--- src/rtl/host_word_entry.sv ---
// Builds the secret word from host letters and hands it to the game FSM.
// Letters shift in from the LSB, so the first letter typed ends up in the MS byte.
//
// state  | meaning
// ENTRY  | collecting letters, backspace and confirm are live
// ARM    | word accepted; start pulse is issued on the way out
// LOCKED | word held for the round until gameEnd
module host_word_entry #(
    parameter int WORD_LEN = 5,
    parameter int CHAR_W   = 8
) (
    input  logic                            clk,
    input  logic                            nRst,
    input  logic [CHAR_W-1:0]               char_in,
    input  logic                            char_strobe,
    input  logic                            del_strobe,
    input  logic                            confirm,
    input  logic                            game_rdy,
    input  logic                            gameEnd,
    output logic [CHAR_W*WORD_LEN-1:0]      setWord,
    output logic                            toggle_state,
    output logic [$clog2(WORD_LEN+1)-1:0]   count,
    output logic                            word_full,
    output logic                            locked,
    output logic                            err
);

    localparam int CW = $clog2(WORD_LEN + 1);
    localparam int WW = CHAR_W * WORD_LEN;
    localparam logic [CW-1:0] FULL_CNT = CW'(WORD_LEN);

    typedef enum logic [1:0] {
        ENTRY  = 2'd0,
        ARM    = 2'd1,
        LOCKED = 2'd2
    } state_t;

    state_t            state_q, state_d;
    logic [WW-1:0]     word_q, word_d;
    logic [CW-1:0]     count_q, count_d;
    logic              toggle_q, toggle_d;
    logic              locked_q, locked_d;
    logic              err_q, err_d;

    logic              is_upper, is_lower, char_ok;
    logic [CHAR_W-1:0] char_norm;

    always_comb begin
        is_upper  = (char_in >= CHAR_W'(8'h41)) && (char_in <= CHAR_W'(8'h5A));
        is_lower  = (char_in >= CHAR_W'(8'h61)) && (char_in <= CHAR_W'(8'h7A));
        char_ok   = is_upper || is_lower;
        char_norm = is_lower ? (char_in - CHAR_W'(8'h20)) : char_in;
    end

    always_comb begin
        state_d  = state_q;
        word_d   = word_q;
        count_d  = count_q;
        toggle_d = 1'b0;
        locked_d = locked_q;
        err_d    = 1'b0;

        if (gameEnd) begin
            state_d  = ENTRY;
            word_d   = '0;
            count_d  = '0;
            locked_d = 1'b0;
        end else begin
            unique case (state_q)
                ENTRY: begin
                    if (del_strobe) begin
                        if (count_q != '0) begin
                            word_d  = {CHAR_W'(0), word_q[WW-1:CHAR_W]};
                            count_d = count_q - CW'(1);
                        end else begin
                            err_d = 1'b1;
                        end
                    end else if (char_strobe) begin
                        if (!char_ok || count_q == FULL_CNT) begin
                            err_d = 1'b1;
                        end else begin
                            word_d  = {word_q[WW-CHAR_W-1:0], char_norm};
                            count_d = count_q + CW'(1);
                        end
                    end else if (confirm) begin
                        if (count_q == FULL_CNT && game_rdy) begin
                            state_d  = ARM;
                            locked_d = 1'b1;
                        end else begin
                            err_d = 1'b1;
                        end
                    end
                end
                ARM: begin
                    // Pulse is registered here so a gameEnd in ARM can still cancel it.
                    toggle_d = 1'b1;
                    state_d  = LOCKED;
                    err_d    = del_strobe || char_strobe || confirm;
                end
                LOCKED: begin
                    err_d = del_strobe || char_strobe || confirm;
                end
                default: begin
                    state_d = ENTRY;
                end
            endcase
        end
    end

    always_ff @(posedge clk or negedge nRst) begin
        if (!nRst) begin
            state_q  <= ENTRY;
            word_q   <= '0;
            count_q  <= '0;
            toggle_q <= 1'b0;
            locked_q <= 1'b0;
            err_q    <= 1'b0;
        end else begin
            state_q  <= state_d;
            word_q   <= word_d;
            count_q  <= count_d;
            toggle_q <= toggle_d;
            locked_q <= locked_d;
            err_q    <= err_d;
        end
    end

    assign setWord      = word_q;
    assign toggle_state = toggle_q;
    assign count        = count_q;
    assign word_full    = (count_q == FULL_CNT);
    assign locked       = locked_q;
    assign err          = err_q;

endmodule

--- config.mk ---
export PLATFORM = sky130hd
export DESIGN_NAME = host_word_entry
export DESIGN_NICKNAME = d
export VERILOG_FILES = /design/src/rtl/host_word_entry.sv
export SDC_FILE = /design/constraint.sdc
export NUM_CORES = 1
export LEC_CHECK = 0
export ABC_CLOCK_PERIOD_IN_PS = 3700
export BUFFER_PORTS_ARGS = -buffer_cell sky130_fd_sc_hd__buf_2
export CORE_MARGIN = 5
export CORE_UTILIZATION = 50
export CTS_CLUSTER_SIZE = 20
export DETAILED_ROUTE_END_ITERATION = 7
export PLACE_DENSITY = 0.77
export SLEW_MARGIN = 0
export SYNTH_ARGS = -nofsm -noshare
export SYNTH_HDL_FRONTEND = slang
export SYNTH_SLANG_ARGS = --single-unit
--- constraint.sdc ---
create_clock -name clk -period 3.7 [get_ports clk]
set_input_delay 0 -clock clk [delete_from_list [all_inputs] [get_ports clk]]
set_output_delay 0 -clock clk [all_outputs]
set_load 0.005 [all_outputs]
Word level (Yosys, flattened, before mapping)
Cells that the tools add are included.
Widths: inputs -> output; s select.
- reductions and logical operators: 18
- multiplexer cells: 35
- add/sub/neg operators: 3
- equality and inequality tests: 12
- order comparisons: 4
- operators by type and width (cell ; count):
    $mux 40 ; 6
    $mux 3 ; 6
    $ge 8x7->1 const B ; 2
    $le 8x7->1 const B ; 2
    $mux 1 ; 15
    $ne 3x3->1 const B ; 5
    $mux 2 ; 5
    $reduce_and 5->1 ; 2
    $mux 8 ; 1
    $sub 8x6->8 const B ; 1
    $pmux 2 s3 ; 1
    $reduce_bool 2->1 ; 3
    $reduce_bool 3->1 ; 2
    $logic_or 1x1->1 ; 4
    $ne 2x1->1 const B ; 2
    $reduce_and 4->1 ; 1
    $add 3x1->3 const B ; 1
    $eq 3x3->1 const B ; 1
    $logic_and 1x1->1 ; 3
    $ne 3x1->1 const B ; 1
    $sub 3x1->3 const B ; 1
    $eq 2x1->1 const B ; 1
    $eq 2x2->1 const B ; 1
    $logic_not 2->1 ; 1
    other kinds (4) ; 4
- output and inout bits: 47
- input port bits: 15
- word-level logic and storage cells: 78
- register bits: 48

Depth between registers and ports, before layout
- word-level depth: 10
- mapped depth: 7
- mapped depth without buffers: 6

Worst setup path before layout
OpenSTA, ideal clock, no wires.
- kind: register to register
- start: register count_q[0], in the netlist count[0]
- end: register count_q[2], in the netlist count[2]
- buffers on the path: 0
- required time: 3.575 ns
- library setup time: 0.125 ns
- clock period less this slack: 2.015 ns
- slack: 1.685 ns
- arrival: 1.890 ns
- cell stages (with the launch flop): 6
- path through: dfrtp_1 -> and3b_4 -> or3_4 -> nor4_4 -> a21oi_2 -> mux2_4
- elaborated cells between the ends (all ways): 14
- classes of those cells: add/sub (2); eq/ne (3); mux (6); reduce/logical (3)
- RTL lines (element ; line ; text):
    start, declared ; 40 ; logic [CW-1:0] count_q, count_d;
    start signal, assigned ; 121 ; count_q <= count_d;
    $eq 3x3->1 ; - ;
    net word_full ; 23 ; output logic word_full,
    $logic_or 1x1->1 ; 79 ; if (!char_ok || count_q == FULL_CNT) begin
    $ne 3x3->1 (no source line) ; - ;
    $reduce_and 4->1 (no source line) ; - ;
The timed path passes the listed nets, and every way through them passes these cells. The select of a mux whose other input is x is not followed.
A chain may end at the register's enable or synchronous reset.

Worst setup path in the final report
- start: register count_q[0], in the netlist count[0]
- end: register word_q[4], in the netlist setWord[4]
- cells in the longest elaborated chain, start to end: 4
- elaborated cells between the ends (all ways): 6
- classes of those cells: eq/ne (3); reduce/logical (3)
- ends and longest elaborated chain (element ; line ; text):
    $eq 3x3->1 ; 79 ;
    $logic_or 1x1->1 ; 79 ;
    $ne 3x3->1 (no source line) ; - ;
    $reduce_and 4->1 (no source line) * ; - ;
    end signal, assigned ; 120 ; word_q <= word_d;
    end, declared ; 39 ; logic [WW-1:0] word_q, word_d;
Every way passes the cells marked *; elsewhere a longest branch is shown, timed or not.

==> run_results.csv <==
group,metric,value,unit
outcome,outcome,"complete, no violations",
route,detail_route.drc_violations,0,
placed_design,hpwl,4370,µm
global_route,gr-usage-met2,31.4,%
finish,layout_fillers,478,
placed_design,finalWeightedCongestion,0.745,
setup_path,criticalPathCategory,"register to register",
clock_tree,cts_max_level,2,
finish,multi_input_comb_area,0.00132,mm²
clock_tree,max-clock-path-buffers,2,
floorplan,std_cell_rows,26,
global_route,grt_start_max_net_pins,50,
sta,slew_headroom,27.5,%
power,ir_drop,0.170,mV
synthesis,dominantRegCellSynth,"sky130_fd_sc_hd__dfrtp_1",
clock_tree,num_cts_buffers,5,
route,drt_wl_total,6660,µm
min_path,hold_start,"char_in[0]",
setup_path,worst-path-max-fanout,23,
synthesis,count_of_unique_library_cells_instantiated_by_yosys,37,
sta,final-hold-violation-count,0,
finish,final_layout_size_suffix_gt1_share,28.5,%
power,cellLeakagePower,1.47,nW
route,via_count_normalized_by_instance_count,5.77,
clock_tree,cts_root_buffer,"sky130_fd_sc_hd__clkbuf_8",
synthesis,synthCells,256,
sta,post-route-min-period,2.56,ns
sta,rsz0062_at_grt,"false",
route,drt.antenna.violating_nets,0,
sta,setup-violations-final,0,
route,drt-initial-drc-count,140,
setup_path,worst_r2r_startpoint,"count[0]$_DFFE_PN0P_",
synthesis,synth_top_cells_by_area,"sky130_fd_sc_hd__dfrtp_1 45%, sky130_fd_sc_hd__mux2i_1 11%, sky130_fd_sc_hd__a21oi_1 8.5%",
floorplan,io_pins,62,
run,cap_violations,0,
floorplan,start_util,51.5,%
global_route,global_route.usage.met3,2.70,%
global_route,antenna_found_initial,0,
min_path,hold_crit_class,"input port to register",
sta,tns_setup,0,ns
sta,max_freq,0.391,GHz
clock_tree,clock_sink_count,48,
floorplan,die_height,82.8,µm
finish,finalNetCount,332,
setup_path,worst-endpoint-required,3.84,ns
finish,diodes,0,
clock_tree,clock_insertion_delay_at_the_later_pin_of_the_skew_report,0.30,ns
placed_design,port_buffers,61,
clock_tree,tritoncts,"yes",
finish,flow.area_growth_from_synthesis,15.5,%
global_route,vias_in_the_first_global_route,2116,
synthesis,ys_ff_latch,48,
synthesis,synth_top_area_cell,"sky130_fd_sc_hd__dfrtp_1",
route,drt-pass1-iter-count,4,
clock_tree,post_cts_resized,0,
sta,worst_clock_skew,0.00325,ns
route,wl_per_cell,17.6,µm
synthesis,netlist_top_cells_count,"48 x sky130_fd_sc_hd__dfrtp_1, 45 x sky130_fd_sc_hd__a21oi_1, 30 x sky130_fd_sc_hd__mux2i_1",
sta,final.period_utilization,69.2,%
route,vias,2185,
synthesis,syn_nets,279,
synthesis,number_of_enable_type_register_cells_in_the_synthesized_netlist,0,
synthesis,synth_area,0.00265,mm²
setup_path,cp-end-kind,"register",
synthesis,synth_warnings,0,
floorplan,core,0.00514,mm²
sta,setup_ws,1.14,ns
clock_tree,cts.clk_slew.worst_paths,0.09,ns
setup_path,critical_path_arrival,2.70,ns
global_route,track_usage,20.3,%
placed_design,post_detailed_placement_cell_area,0.00297,mm²
power,power.density,400,mW/mm²
synthesis,async_reset_ff_share,100,%
sta,timing_worst_slew_pin_value,1.09,ns
synthesis,share_of_yosys_cell_area_claimed_by_the_top_area_cell_type,45.3,%
global_route,grt_pass1_wl,10600,µm
placed_design,place_worst_setup_slack,1.16,ns
sta,final-max-slew-violation-count,0,
global_route,globalRouteOverflowTotal,0,
floorplan,floorplan.die_area,0.00685,mm²
synthesis,synth_most_common_cell,"sky130_fd_sc_hd__dfrtp_1",
floorplan,fp.dieW,82.8,µm
setup_path,crit_path_start,"count[0]$_DFFE_PN0P_",
finish,postLayoutCellArea,0.00306,mm²
global_route,busiest_layer,"met2",
power,total_power,0.00122,W
global_route,gr-usage-met1,28.8,%
synthesis,synth_seq_area_share,45.3,%
setup_path,timing.critical_path.from_type,"register",
synthesis,synthesis.area_per_instance,10.3,µm²
finish,ff_latch_area,0.00120,mm²
[per-layer routing]
metal,up-vias,routed length (µm)
met5,-,0
met4,0,105
met3,9,406
met2,73,3170
met1,1063,2980
li1,1040,-
[logic make-up after synthesis]
| kind of cell | Yosys count | synth area share (%) |
|---|---|---|
| adder cells (fa/ha/maj) | 8 | 4.06 |
| flip-flops | 48 | 45.3 |
| buffers and inverters | 26 | 4.96 |
| AO/OA/AOI/OAI | 96 | 23.6 |
| multiplexers | 31 | 11.9 |
| AND/OR/NAND/NOR | 47 | 10.2 |
[sequential cells by signal, summed over array words and instances (netlist names)]
register      cells
toggle_state      1
count             3
locked            1
err               1
state_q           2
setWord          40
[cells in the final DEF (no fill, tap or decap), drive strengths merged, types with 2 or more instances in the layout]
cell type	netlist	final
buf	10	65
dfrtp	48	48
a21oi	47	47
mux2i	30	30
a211oi	29	29
nand2	14	14
nor2	13	13
o21ai	12	12
ha	7	7
inv	6	6
clkbuf	10	5
nand3	4	4
nor3	3	3
o31ai	3	3
or3	3	3
a311oi	2	2
nor2b	2	2
nor4b	2	2
[worst max-delay path, cell delays in order (launching register included)]
cell,delay [ns]
sky130_fd_sc_hd__dfrtp_1,0.44
sky130_fd_sc_hd__and3b_4,0.23
sky130_fd_sc_hd__or3_4,0.41
sky130_fd_sc_hd__o31a_1,0.47
sky130_fd_sc_hd__nor2_2,0.35
sky130_fd_sc_hd__buf_4,0.36
sky130_fd_sc_hd__a211oi_1,0.13
[per-stage QoR]
| step | hold WS, ns | std cells | util (%) |
|---|---|---|---|
| global placement | 0.257 | 371 | 57.7 |
| CTS | 0.0398 | 379 | 59.5 |
| global route | 0.0695 | 379 | 59.5 |
| floorplan | -0.296 | 256 | - |
| detailed placement | 0.266 | 371 | 57.7 |
| finish | 0.0506 | 379 | 59.5 |
[layout make-up]
| class | count | share of cell area, % |
|---|---|---|
| Clock buffer | 5 | 2.25 |
| Clock inverter | 2 | 0.409 |
| Inverter | 6 | 0.736 |
| Multi-Input combinational cell | 182 | 43.2 |
| Sequential cell | 48 | 39.3 |
| Tap cell | 70 | 2.86 |
| Timing Repair Buffer | 66 | 11.3 |
[path summary, 6_finish.rpt]
path | end | slack, ns | cells past startpoint
max | setWord[4]$_DFFE_PN0P_ | 1.14 | 6
min | setWord[0]$_DFFE_PN0P_ | 0.05 | 3
max reg2reg | setWord[4]$_DFFE_PN0P_ | 1.14 | 6
min reg2reg | locked$_DFFE_PN0P_ | 0.50 | 2
max in group asynchronous | setWord[15]$_DFFE_PN0P_ | 2.60 | 2
min in group asynchronous | toggle_state$_DFF_PN0_ | 0.43 | 2
[power by group]
| part | internal (W) | switching, W | leakage (nW) |
|---|---|---|---|
| sequential | 0.000572 | 0.0000520 | 0.646 |
| combinational | 0.000124 | 0.000173 | 0.782 |
| clock | 0.000128 | 0.000174 | 0.0400 |
| total | 0.000824 | 0.000399 | 1.47 |
[timing repair]
action,in CTS,in global routing
endpoints found under the hold margin,48,0
hold buffers,1,0
buffers inserted,0,0
Note: power is estimated with default switching activity, not from simulation.
